**src/rtl/mem_test_engine_pkg.sv**
```systemverilog
// Shared types and constants for the memory self-test engine.
// Latency: n/a (types, constants and one pure function).
// Backpressure: n/a.
package mem_test_engine_pkg;

  typedef enum logic [1:0] {
    MODE_FIXED = 2'd0,
    MODE_ADDR  = 2'd1,
    MODE_WALK1 = 2'd2,
    MODE_LFSR  = 2'd3
  } mem_test_mode_t;

  typedef enum logic [1:0] {
    ST_IDLE  = 2'd0,
    ST_WRITE = 2'd1,
    ST_READ  = 2'd2,
    ST_DONE  = 2'd3
  } mem_test_state_t;

  // Galois right-shift form of x^32 + x^22 + x^2 + x + 1
  localparam logic [31:0] LFSR_POLY = 32'h8020_0003;

  function automatic logic [31:0] lfsr_next(input logic [31:0] s);
    return s[0] ? ((s >> 1) ^ LFSR_POLY) : (s >> 1);
  endfunction

endpackage

```
**src/rtl/mem_test_engine_pattern_gen.sv**
```systemverilog
// Test pattern generator: current word pattern from mode, index, address and LFSR state.
// Latency: pattern is combinational from registered inputs; LFSR advances on the step edge.
// Backpressure: none; the caller only pulses step when a word completes.
module mem_test_pattern_gen
  import mem_test_engine_pkg::*;
#(
  parameter int DATA_W = 32,
  parameter int ADDR_W = 32,
  parameter int WALK_W = $clog2(DATA_W)
) (
  input  logic                clk,
  input  logic                rst,
  input  logic                i_restart,
  input  logic                i_step,
  input  mem_test_mode_t      i_mode,
  input  logic [31:0]         i_seed,
  input  logic [WALK_W-1:0]   i_index,
  input  logic [ADDR_W-1:0]   i_addr,
  output logic [DATA_W-1:0]   o_pattern
);

  logic [31:0] r_lfsr;

  // LFSR reloads from the seed (zero forced to one) and advances once per word
  always_ff @(posedge clk or posedge rst) begin
    if (rst) begin
      r_lfsr <= 32'd1;
    end else if (i_restart) begin
      r_lfsr <= (i_seed == 32'd0) ? 32'd1 : i_seed;
    end else if (i_step) begin
      r_lfsr <= lfsr_next(r_lfsr);
    end
  end

  // Select the pattern for the current word, truncated to the data width
  always_comb begin
    o_pattern = '0;
    case (i_mode)
      MODE_FIXED: o_pattern = i_seed[DATA_W-1:0];
      MODE_ADDR:  o_pattern = DATA_W'(i_addr);
      MODE_WALK1: o_pattern = DATA_W'(1) << i_index;
      default:    o_pattern = r_lfsr[DATA_W-1:0];
    endcase
  end

endmodule

```
**src/rtl/mem_test_engine.sv**
```systemverilog
// Memory BIST: fills a word range with a pattern, reads it back and records miscompares.
// Latency: first request the cycle after start; one word per cycle with a zero-wait memory.
// Backpressure: each request is held unchanged until mem_ready; abort waits for the in-flight word.
module mem_test_engine
  import mem_test_engine_pkg::*;
#(
  parameter int DATA_W = 32,
  parameter int ADDR_W = 32,
  parameter int CNT_W  = 16,
  parameter int ERR_W  = 16
) (
  input  logic              clk,
  input  logic              rst,
  input  logic              start,
  input  logic              abort,
  input  logic [ADDR_W-1:0] cfg_base,
  input  logic [CNT_W-1:0]  cfg_count,
  input  logic [1:0]        cfg_mode,
  input  logic [31:0]       cfg_seed,
  input  logic              cfg_stop_on_err,
  output logic              mem_read,
  output logic [1:0]        mem_write,
  output logic [ADDR_W-1:0] mem_addr,
  output logic [DATA_W-1:0] mem_store,
  output logic              mem_done,
  input  logic              mem_ready,
  input  logic [DATA_W-1:0] mem_load,
  output logic              busy,
  output logic              done,
  output logic              pass,
  output logic              aborted,
  output logic [ERR_W-1:0]  err_count,
  output logic [ADDR_W-1:0] fail_addr,
  output logic [DATA_W-1:0] fail_exp,
  output logic [DATA_W-1:0] fail_got
);

  localparam int                WALK_W     = $clog2(DATA_W);
  localparam logic [ADDR_W-1:0] STRIDE_A   = ADDR_W'(DATA_W / 8);
  localparam logic [ADDR_W-1:0] ALIGN_MASK = ~ADDR_W'(DATA_W / 8 - 1);

  mem_test_state_t   r_state, w_state_nxt;
  mem_test_mode_t    r_mode;
  logic [ADDR_W-1:0] r_base, r_addr, r_fail_addr;
  logic [CNT_W-1:0]  r_count, r_idx;
  logic [31:0]       r_seed;
  logic              r_stop, r_abort_pend, r_pass, r_aborted;
  logic [ERR_W-1:0]  r_err;
  logic [DATA_W-1:0] r_fail_exp, r_fail_got;

  logic              w_busy, w_start_ok, w_last, w_abort_any, w_mismatch;
  logic              w_restart, w_step, w_rewind, w_finish;
  logic [31:0]       w_gen_seed;
  logic [DATA_W-1:0] w_pattern;

  assign w_busy      = (r_state == ST_WRITE) || (r_state == ST_READ);
  assign w_start_ok  = start && !w_busy;
  assign w_last      = (r_idx == r_count - 1'b1);
  assign w_abort_any = abort || r_abort_pend;
  assign w_mismatch  = (r_state == ST_READ) && mem_ready && (mem_load != w_pattern);
  // The generator reloads from the incoming config on start, from the latched seed before READ
  assign w_gen_seed  = w_busy ? r_seed : cfg_seed;

  mem_test_pattern_gen #(
    .DATA_W(DATA_W),
    .ADDR_W(ADDR_W),
    .WALK_W(WALK_W)
  ) u_pattern_gen (
    .clk       (clk),
    .rst       (rst),
    .i_restart (w_restart),
    .i_step    (w_step),
    .i_mode    (r_mode),
    .i_seed    (w_gen_seed),
    .i_index   (r_idx[WALK_W-1:0]),
    .i_addr    (r_addr),
    .o_pattern (w_pattern)
  );

  // State register; reset drops the requests immediately
  always_ff @(posedge clk or posedge rst) begin
    if (rst) r_state <= ST_IDLE;
    else     r_state <= w_state_nxt;
  end

  // Next state plus the index/generator strobes for each completed word
  always_comb begin
    w_state_nxt = r_state;
    w_restart   = 1'b0;
    w_step      = 1'b0;
    w_rewind    = 1'b0;
    w_finish    = 1'b0;
    case (r_state)
      ST_IDLE, ST_DONE: begin
        if (start) begin
          w_restart   = 1'b1;
          w_state_nxt = (cfg_count == '0) ? ST_DONE : ST_WRITE;
        end
      end
      ST_WRITE: begin
        if (mem_ready) begin
          if (w_abort_any) begin
            w_state_nxt = ST_DONE;
            w_finish    = 1'b1;
          end else if (w_last) begin
            w_state_nxt = ST_READ;
            w_restart   = 1'b1;
            w_rewind    = 1'b1;
          end else begin
            w_step = 1'b1;
          end
        end
      end
      ST_READ: begin
        if (mem_ready) begin
          if (w_abort_any || w_last || (w_mismatch && r_stop)) begin
            w_state_nxt = ST_DONE;
            w_finish    = 1'b1;
          end else begin
            w_step = 1'b1;
          end
        end
      end
      default: w_state_nxt = ST_IDLE;
    endcase
  end

  // Config latch, word walk and result bookkeeping
  always_ff @(posedge clk or posedge rst) begin
    if (rst) begin
      r_mode       <= MODE_FIXED;
      r_base       <= '0;
      r_addr       <= '0;
      r_count      <= '0;
      r_idx        <= '0;
      r_seed       <= '0;
      r_stop       <= 1'b0;
      r_abort_pend <= 1'b0;
      r_pass       <= 1'b0;
      r_aborted    <= 1'b0;
      r_err        <= '0;
      r_fail_addr  <= '0;
      r_fail_exp   <= '0;
      r_fail_got   <= '0;
    end else if (w_start_ok) begin
      r_mode       <= mem_test_mode_t'(cfg_mode);
      r_base       <= cfg_base & ALIGN_MASK;
      r_addr       <= cfg_base & ALIGN_MASK;
      r_count      <= cfg_count;
      r_idx        <= '0;
      r_seed       <= cfg_seed;
      r_stop       <= cfg_stop_on_err;
      r_abort_pend <= 1'b0;
      r_pass       <= (cfg_count == '0);
      r_aborted    <= 1'b0;
      r_err        <= '0;
      r_fail_addr  <= '0;
      r_fail_exp   <= '0;
      r_fail_got   <= '0;
    end else if (w_busy) begin
      // An abort is remembered until the in-flight word completes
      r_abort_pend <= w_abort_any && !mem_ready;
      if (w_mismatch) begin
        if (r_err != '1) r_err <= r_err + 1'b1;
        if (r_err == '0) begin
          r_fail_addr <= r_addr;
          r_fail_exp  <= w_pattern;
          r_fail_got  <= mem_load;
        end
      end
      if (w_step) begin
        r_idx  <= r_idx + 1'b1;
        r_addr <= r_addr + STRIDE_A;
      end
      if (w_rewind) begin
        r_idx  <= '0;
        r_addr <= r_base;
      end
      if (w_finish) begin
        r_aborted <= w_abort_any;
        r_pass    <= !w_abort_any && !w_mismatch && (r_err == '0);
      end
    end
  end

  assign mem_read  = (r_state == ST_READ);
  assign mem_write = (r_state == ST_WRITE) ? 2'b11 : 2'b00;
  assign mem_addr  = w_busy ? r_addr : '0;
  assign mem_store = (r_state == ST_WRITE) ? w_pattern : '0;
  assign mem_done  = w_busy && mem_ready;
  assign busy      = w_busy;
  assign done      = (r_state == ST_DONE);
  assign pass      = r_pass;
  assign aborted   = r_aborted;
  assign err_count = r_err;
  assign fail_addr = r_fail_addr;
  assign fail_exp  = r_fail_exp;
  assign fail_got  = r_fail_got;

endmodule
```
**config.mk**
```make
export PLATFORM = sky130hd
export DESIGN_NAME = mem_test_engine
export DESIGN_NICKNAME = d
export VERILOG_FILES = /design/src/rtl/mem_test_engine_pkg.sv /design/src/rtl/mem_test_engine_pattern_gen.sv /design/src/rtl/mem_test_engine.sv
export SDC_FILE = /design/constraint.sdc
export NUM_CORES = 1
export LEC_CHECK = 0
export ABC_CLOCK_PERIOD_IN_PS = 9330
export BUFFER_PORTS_ARGS = -buffer_cell sky130_fd_sc_hd__buf_4
export CAP_MARGIN = 20
export CORE_ASPECT_RATIO = 0.5
export CORE_MARGIN = 1
export CORE_UTILIZATION = 50
export CTS_BUF_LIST = sky130_fd_sc_hd__clkbuf_2 sky130_fd_sc_hd__clkbuf_4 sky130_fd_sc_hd__clkbuf_8
export CTS_CLUSTER_DIAMETER = 40
export DETAILED_ROUTE_END_ITERATION = 8
export PLACE_DENSITY = 0.78
export SLEW_MARGIN = 0
export SYNTH_ARGS = -nofsm -noshare
export SYNTH_HDL_FRONTEND = slang
export SYNTH_HIERARCHICAL = 1
export SYNTH_SLANG_ARGS = --single-unit
```
**constraint.sdc**
```tcl
create_clock -name clk -period 9.33 [get_ports clk]
set_clock_uncertainty 0.15 [all_clocks]
set_input_delay 0.933 -clock clk [delete_from_list [all_inputs] [get_ports clk]]
set_output_delay 0.933 -clock clk [all_outputs]
set_load 0.005 [all_outputs]
```
---- Yosys cells after proc, flatten, opt, wreduce, memory -nomap -nowiden ----
Index checks and enable logic that the tools add are counted.
word-level totals
  bits in read-only memories .............. 0
  input port bits ......................... 120
  memories ................................ 0
  register bits after elaboration ......... 278
  RAM bits ................................ 0
  output and inout port bits .............. 184
  logic and storage cells ................. 135
  bits in latches ......................... 0
operators by class
  bitwise logic cells ..................... 1
  divide/modulo/power cells ............... 0
  reductions and logical operators ........ 34
  multipliers ............................. 0
  muxes and demuxes ....................... 66
  eq/ne operators ......................... 13
  shift-type cells ........................ 1
  magnitude comparators ................... 0
  add/subtract/negate cells ............... 4
operators by type and width
  cell                   number
  $mux 32                23
  $mux 16                8
  $pmux 32 s3            1
  $add 16x1->16 const B  2
  $add 32x3->32 const B  1
  $logic_not 16->1       2
  $logic_not 32->1       1
  $ne 32x32->1           1
  $shl 1x5->32 const A   1
  $mux 1                 22
  $eq 16x16->1           1
  $mux 2                 8
  $ne 16x16->1 const B   1
  $sub 16x1->16 const B  1
  $reduce_bool 2->1      6
  $logic_and 1x1->1      8
  $eq 2x2->1 const B     3
  $pmux 1 s2             3
  $pmux 2 s3             1
  $reduce_and 3->1       2
  $reduce_and 5->1       1
  $eq 2x1->1 const B     2
  $logic_not 1->1        4
  $logic_not 2->1        2
  other kinds (8)        14

---- Longest topological paths before layout ----
  depth after elaboration ................. 15
  gate-level depth with buffers ........... 20

---- Cells and area by module ----
The synthesis kept the hierarchy.
by module, submodules not included
  module                times used  cells an instance  area each (µm²)
  mem_test_engine       1           1483               12823.5
  mem_test_pattern_gen  1           285                2466.1

---- Worst setup path after synthesis ----
No wires, ideal clock.
  path kind ............................... reg-to-reg
  start point ............................. register r_state[0]
  end point ............................... register u_pattern_gen.r_lfsr[2]
  stages on the path, launching flop included .. 20
  setup time .............................. 0.133 ns
  arrival ................................. 4.315 ns
  path slack .............................. 4.731 ns
  data required time ...................... 9.047 ns
  period minus slack after synthesis ...... 4.599 ns
  cells stage by stage .................... dfrtp_1 -> inv_1 -> ha_1 -> clkbuf_1 -> clkbuf_1 -> clkbuf_1 -> mux2_2 -> mux2i_1 -> o221ai_1 -> xor2_1 -> nor4_1 -> nand4_1 -> nor2_1 -> nor2_1 -> a311oi_1 -> and2_1 -> buf_2 -> buf_2 -> mux2i_1 -> o21ai_0
on the way
  word-level cells in the longest chain between the ends .. 12
  elaborated cells between the ends (all ways) .. 21
  classes of those cells .................. eq/ne (4); mux (8); reduce/logical (9)
ends and longest elaborated chain
  item                                      line                               text
  start: declaration                        mem_test_engine.sv:42              mem_test_state_t r_state, w_state_nxt;
  start signal: assignment                  mem_test_engine.sv:83              else r_state <= w_state_nxt;
  $eq 2x1->1 or $eq 2x2->1 (tied branches)  mem_test_engine.sv:56              assign w_busy = (r_state == ST_WRITE) || (r_state == ST_READ);
  $logic_or 1x1->1 (*)                      mem_test_engine.sv:56
  $mux 32 (*)                               mem_test_engine.sv:62              assign w_gen_seed = w_busy ? r_seed : cfg_seed;
  via w_gen_seed[14]                        mem_test_engine.sv:53              logic [31:0] w_gen_seed;
  $pmux 32 s3 (*)                           mem_test_engine_pattern_gen.sv:38  case (i_mode)
  via w_pattern[14]                         mem_test_engine.sv:54              logic [DATA_W-1:0] w_pattern;
  $ne 32x32->1 (*)                          mem_test_engine.sv:60              assign w_mismatch = (r_state == ST_READ) && mem_ready && (mem_load != w_pattern);
  $logic_and 1x1->1 (*)                     mem_test_engine.sv:60
  $logic_and 1x1->1 (*)                     mem_test_engine.sv:116             if (w_abort_any || w_last || (w_mismatch && r_stop)) begin
  $logic_or 1x1->1 (*)                      mem_test_engine.sv:116
  $mux 1 (*)                                mem_test_engine.sv:116
  $mux 1 (*)                                mem_test_engine.sv:115             if (mem_ready) begin
  $pmux 1 s2 (*)                            mem_test_engine.sv:93              case (r_state)
  via w_step                                mem_test_engine.sv:52              logic w_restart, w_step, w_rewind, w_finish;
  $reduce_bool 2->1 (no line) (*)           --
  end signal: assignment                    mem_test_engine_pattern_gen.sv:29  r_lfsr <= (i_seed == 32'd0) ? 32'd1 : i_seed;
  end signal: assignment                    mem_test_engine_pattern_gen.sv:31  r_lfsr <= lfsr_next(r_lfsr);
  end: declaration                          mem_test_engine_pattern_gen.sv:22  logic [31:0] r_lfsr;
Mark *: on every way through the listed nets, which the timed path passes. The rest lies on a longest branch.
A chain may end at the register's enable or synchronous reset.

---- Worst setup path after layout ----
  start point ............................. register r_state[0]
  end point ............................... register u_pattern_gen.r_lfsr[0]
The elaborated chain is that of the path after synthesis.

==> run_results.csv <==
group,metric,value,unit
timing,drv_slew,0,
route,drt_iter0_drc,1345,
placement,place_inst,2364,
timing,worst_slew_pin_slew,1090,ps
logic_synthesis,ys_seq_elements,275,
critical_path,cp-start-kind,"flop",
finish,drive_gt1_share,23.0,%
route,post_drt_wl_per_cell,19.5,um
timing,max_slew_margin,27.3,%
clock_network,cts_root_buf,"clkbuf_8",
floorplanning,die-area,31300,um^2
critical_path,cp_slowest_cell,"and2_2",
finish,antenna_cells,0,
placement,post-dp-hpwl,33.4,mm
timing,timing.hold.ws,266,ps
global_route,antenna_found_initial,0,
finish,final_area,18600,um^2
critical_path,critPathMaxFanout,44,
timing,fin_crit_sh,66.9,%
clock_network,clkLatencyLatePin,590,ps
timing,tns,0,ps
logic_synthesis,avgSynthCellArea,8.65,um^2
floorplanning,start_util,51.8,%
route,routed.top_layer,"met4",
timing,setup_ws,3090,ps
finish,final_common_cell,"nand2_1",
timing,fin_crit,6240,ps
floorplanning,fp.dieW,249,um
clock_network,cts_setup_buffers,0,
logic_synthesis,yosys_warnings,6,
finish,utilization,63.0,%
critical_path,critPathRequiredTime,9700,ps
clock_network,ctsHoldBuffers,0,
critical_path,path_class,"reg2reg",
flow_run,cap_violations,0,
power_and_ir_drop,p_total,6.46,mW
global_route,grt_pass1_wl,74.7,mm
floorplanning,die_y,126,um
logic_synthesis,synthArstFlopShare,100,%
clock_network,cts_inserted_buffers,42,
route,drc,0,
placement,place_congestion,0.906,
critical_path,critPathCaptureType,"flop",
route,vias_per_cell,5.72,
route,drt-met1-wl,20.8,mm
logic_synthesis,syn_area,15300,um^2
global_route,grt_pass1_vias,13300,
clock_network,path_clk_slew,60,ps
route,vias,13900,
floorplanning,fp-row-count,44,
finish,fillCellCount,2564,
run_status,status,"complete, no violations",
critical_path,reg2reg_depth,15,
clock_network,htreeDepth,2,
timing,setup_violations,0,
critical_path,max_stage_delay,1000,ps
timing,final_hold_viol_count,0,
clock_network,cts_resized,0,
critical_path,cpMostUsedCell,"nor2_1",
finish,layoutNonFillerInstCount,2439,
critical_path,crit_chain,"inv_1 -> ha_2 -> mux2_2 -> mux2i_1 -> o221ai_1 -> xor2_1 -> nor4_1 -> nand4_1 -> nor2_1 -> nor2_1 -> a311oi_1 -> and2_2 -> nand2_1 -> xnor2_1 -> o21a_1",
route,wl_met2,21.2,mm
clock_network,cts_sinks,275,
floorplanning,ios,304,
logic_synthesis,ys_seq_area_share,45.0,%
finish,nNetsFinal,2148,
timing,rsz0062_at_grt,"false",
global_route,grt-ovfl-total,0,
logic_synthesis,synth_edf_count,0,
logic_synthesis,synth.distinct_cells,79,
route,final_antenna_net_count,0,
logic_synthesis,synthCells,1768,
placement,dp_slack,3210,ps
finish,layout_common_cells,"nand2_1 (539), buf_4 (318), dfrtp_1 (273)",
placement,placed_area,17700,um^2
critical_path,path_depth,15,
power_and_ir_drop,power_density,348,nW/um^2
power_and_ir_drop,ir_drop,0.182,mV
global_route,grt_start_max_net_pins,96,
clock_network,cts_tree,"done",
worst_hold_path,hp-class,"in2async",
placement,numPortBuffers,299,
route,dr.pass1.iters,5,
logic_synthesis,synth_flop_cell,"dfrtp_1",
route,wirelength,47.6,mm
finish,syn_to_final_growth,21.5,%
critical_path,path_buf_inv,1,
clock_network,cts_buffer_depth,3,
floorplanning,core_area,29500,um^2
power_and_ir_drop,p_leak,8.82,nW
route,wl_met3,4.21,mm
critical_path,critical_path.top_delay_family,"simple AND/OR/NAND/NOR gates",
timing,fmax,160,MHz
global_route,grt_use_total,30.4,%
critical_path,cp.arrival,6610,ps
cell families after synthesis:
group           after synthesis  synth area share [%]
compound gates              302                  12.4
xor+xnor                     82                  4.70
fa+ha+maj                     8                 0.655
buf+inv                     145                  4.33
flops                       275                  45.0
mux                         125                  8.83
other cells                   1                0.0245
simple gates                830                  24.1
cells in the mapped netlist (all sizes together), types with 4 or more instances:
library cell	number	area (um^2)
buf	35	245
clkbuf	80	304
nand4	13	87.6
nand3b	4	30.0
and4	4	35.0
a31oi	6	52.6
xnor2	31	272
xor2	51	447
nand2	541	2030
a22oi	6	45.0
a211oi	4	35.0
mux2i	76	761
dfrtp	274	6860
o211ai	13	111
or3	6	47.5
nor4	28	175
o22ai	5	43.8
ha	8	100
o21ai	176	892
or4	11	86.3
nand3	38	190
inv	30	113
a21oi	24	120
nor3	14	81.3
o31ai	7	52.6
nor2	73	277
nand2b	11	68.8
nor3b	4	35.0
and3	10	62.6
nor2b	23	144
mux2	49	589
and2	42	265
o221ai	32	280
area by class of cell:
type / count / area [um^2] / area share (%)
inverters: 30 / 120 / 0.647
clock inverters: 4 / 45.0 / 0.242
clock buffers: 68 / 830 / 4.46
multi-input cells: 1351 / 7780 / 41.9
flip-flops and latches: 275 / 6880 / 37.1
well taps: 391 / 489 / 2.63
repair buffers: 320 / 2430 / 13.1
sequential cells by signal, summed over array words and instances (netlist names), 30 cells and up:
signal and flops:
fail_addr 31, fail_exp 32, fail_got 32, r_addr 30, r_base 30, r_seed 32
u_pattern_gen/r_lfsr 32
worst reg2reg max path: cells and delay by family (launching register included):
kind	cells	cell delay [ps]
and+or+nand+nor	6	2450
muxes	2	610
DFF	1	380
AOI/OAI and AO/OA	3	1050
buffers and inverters	1	80
xor gates and xnor gates	2	470
adders and majority gates	1	980
power by group:
part           total (mW)  internal, mW  switching [mW]
combinational        3.21          1.36            1.86
sequential           2.17          1.68           0.488
clock                1.08         0.587           0.493
total                6.46          3.62            2.84
final timing paths:
path                                                             to              startpoint  slack [ps]
worst max-delay path            u_pattern_gen/r_lfsr[0]$_DFFE_PP1P_  r_state[0]$_DFFE_PP0P_        3090
worst min-delay path                         r_seed[14]$_DFFE_PP0P_                     rst         270
worst max register to register  u_pattern_gen/r_lfsr[0]$_DFFE_PP1P_  r_state[0]$_DFFE_PP0P_        3090
worst min register to register                r_base[5]$_DFFE_PP0P_   r_base[5]$_DFFE_PP0P_         320
max in group asynchronous                     r_mode[0]$_DFFE_PP0P_                     rst        7290
min in group clk                              r_base[5]$_DFFE_PP0P_   r_base[5]$_DFFE_PP0P_         320
layer usage:
| metal | vias up | global-route usage, % |
|---|---|---|
| met2 | 621 | 46.7 |
| met4 | 0 | 10.3 |
| met5 | - | 0 |
| met3 | 100 | 7.15 |
| li1 | 6502 | - |
| met1 | 6723 | 42.4 |
No activity file was read; power rests on OpenSTA's default activity.
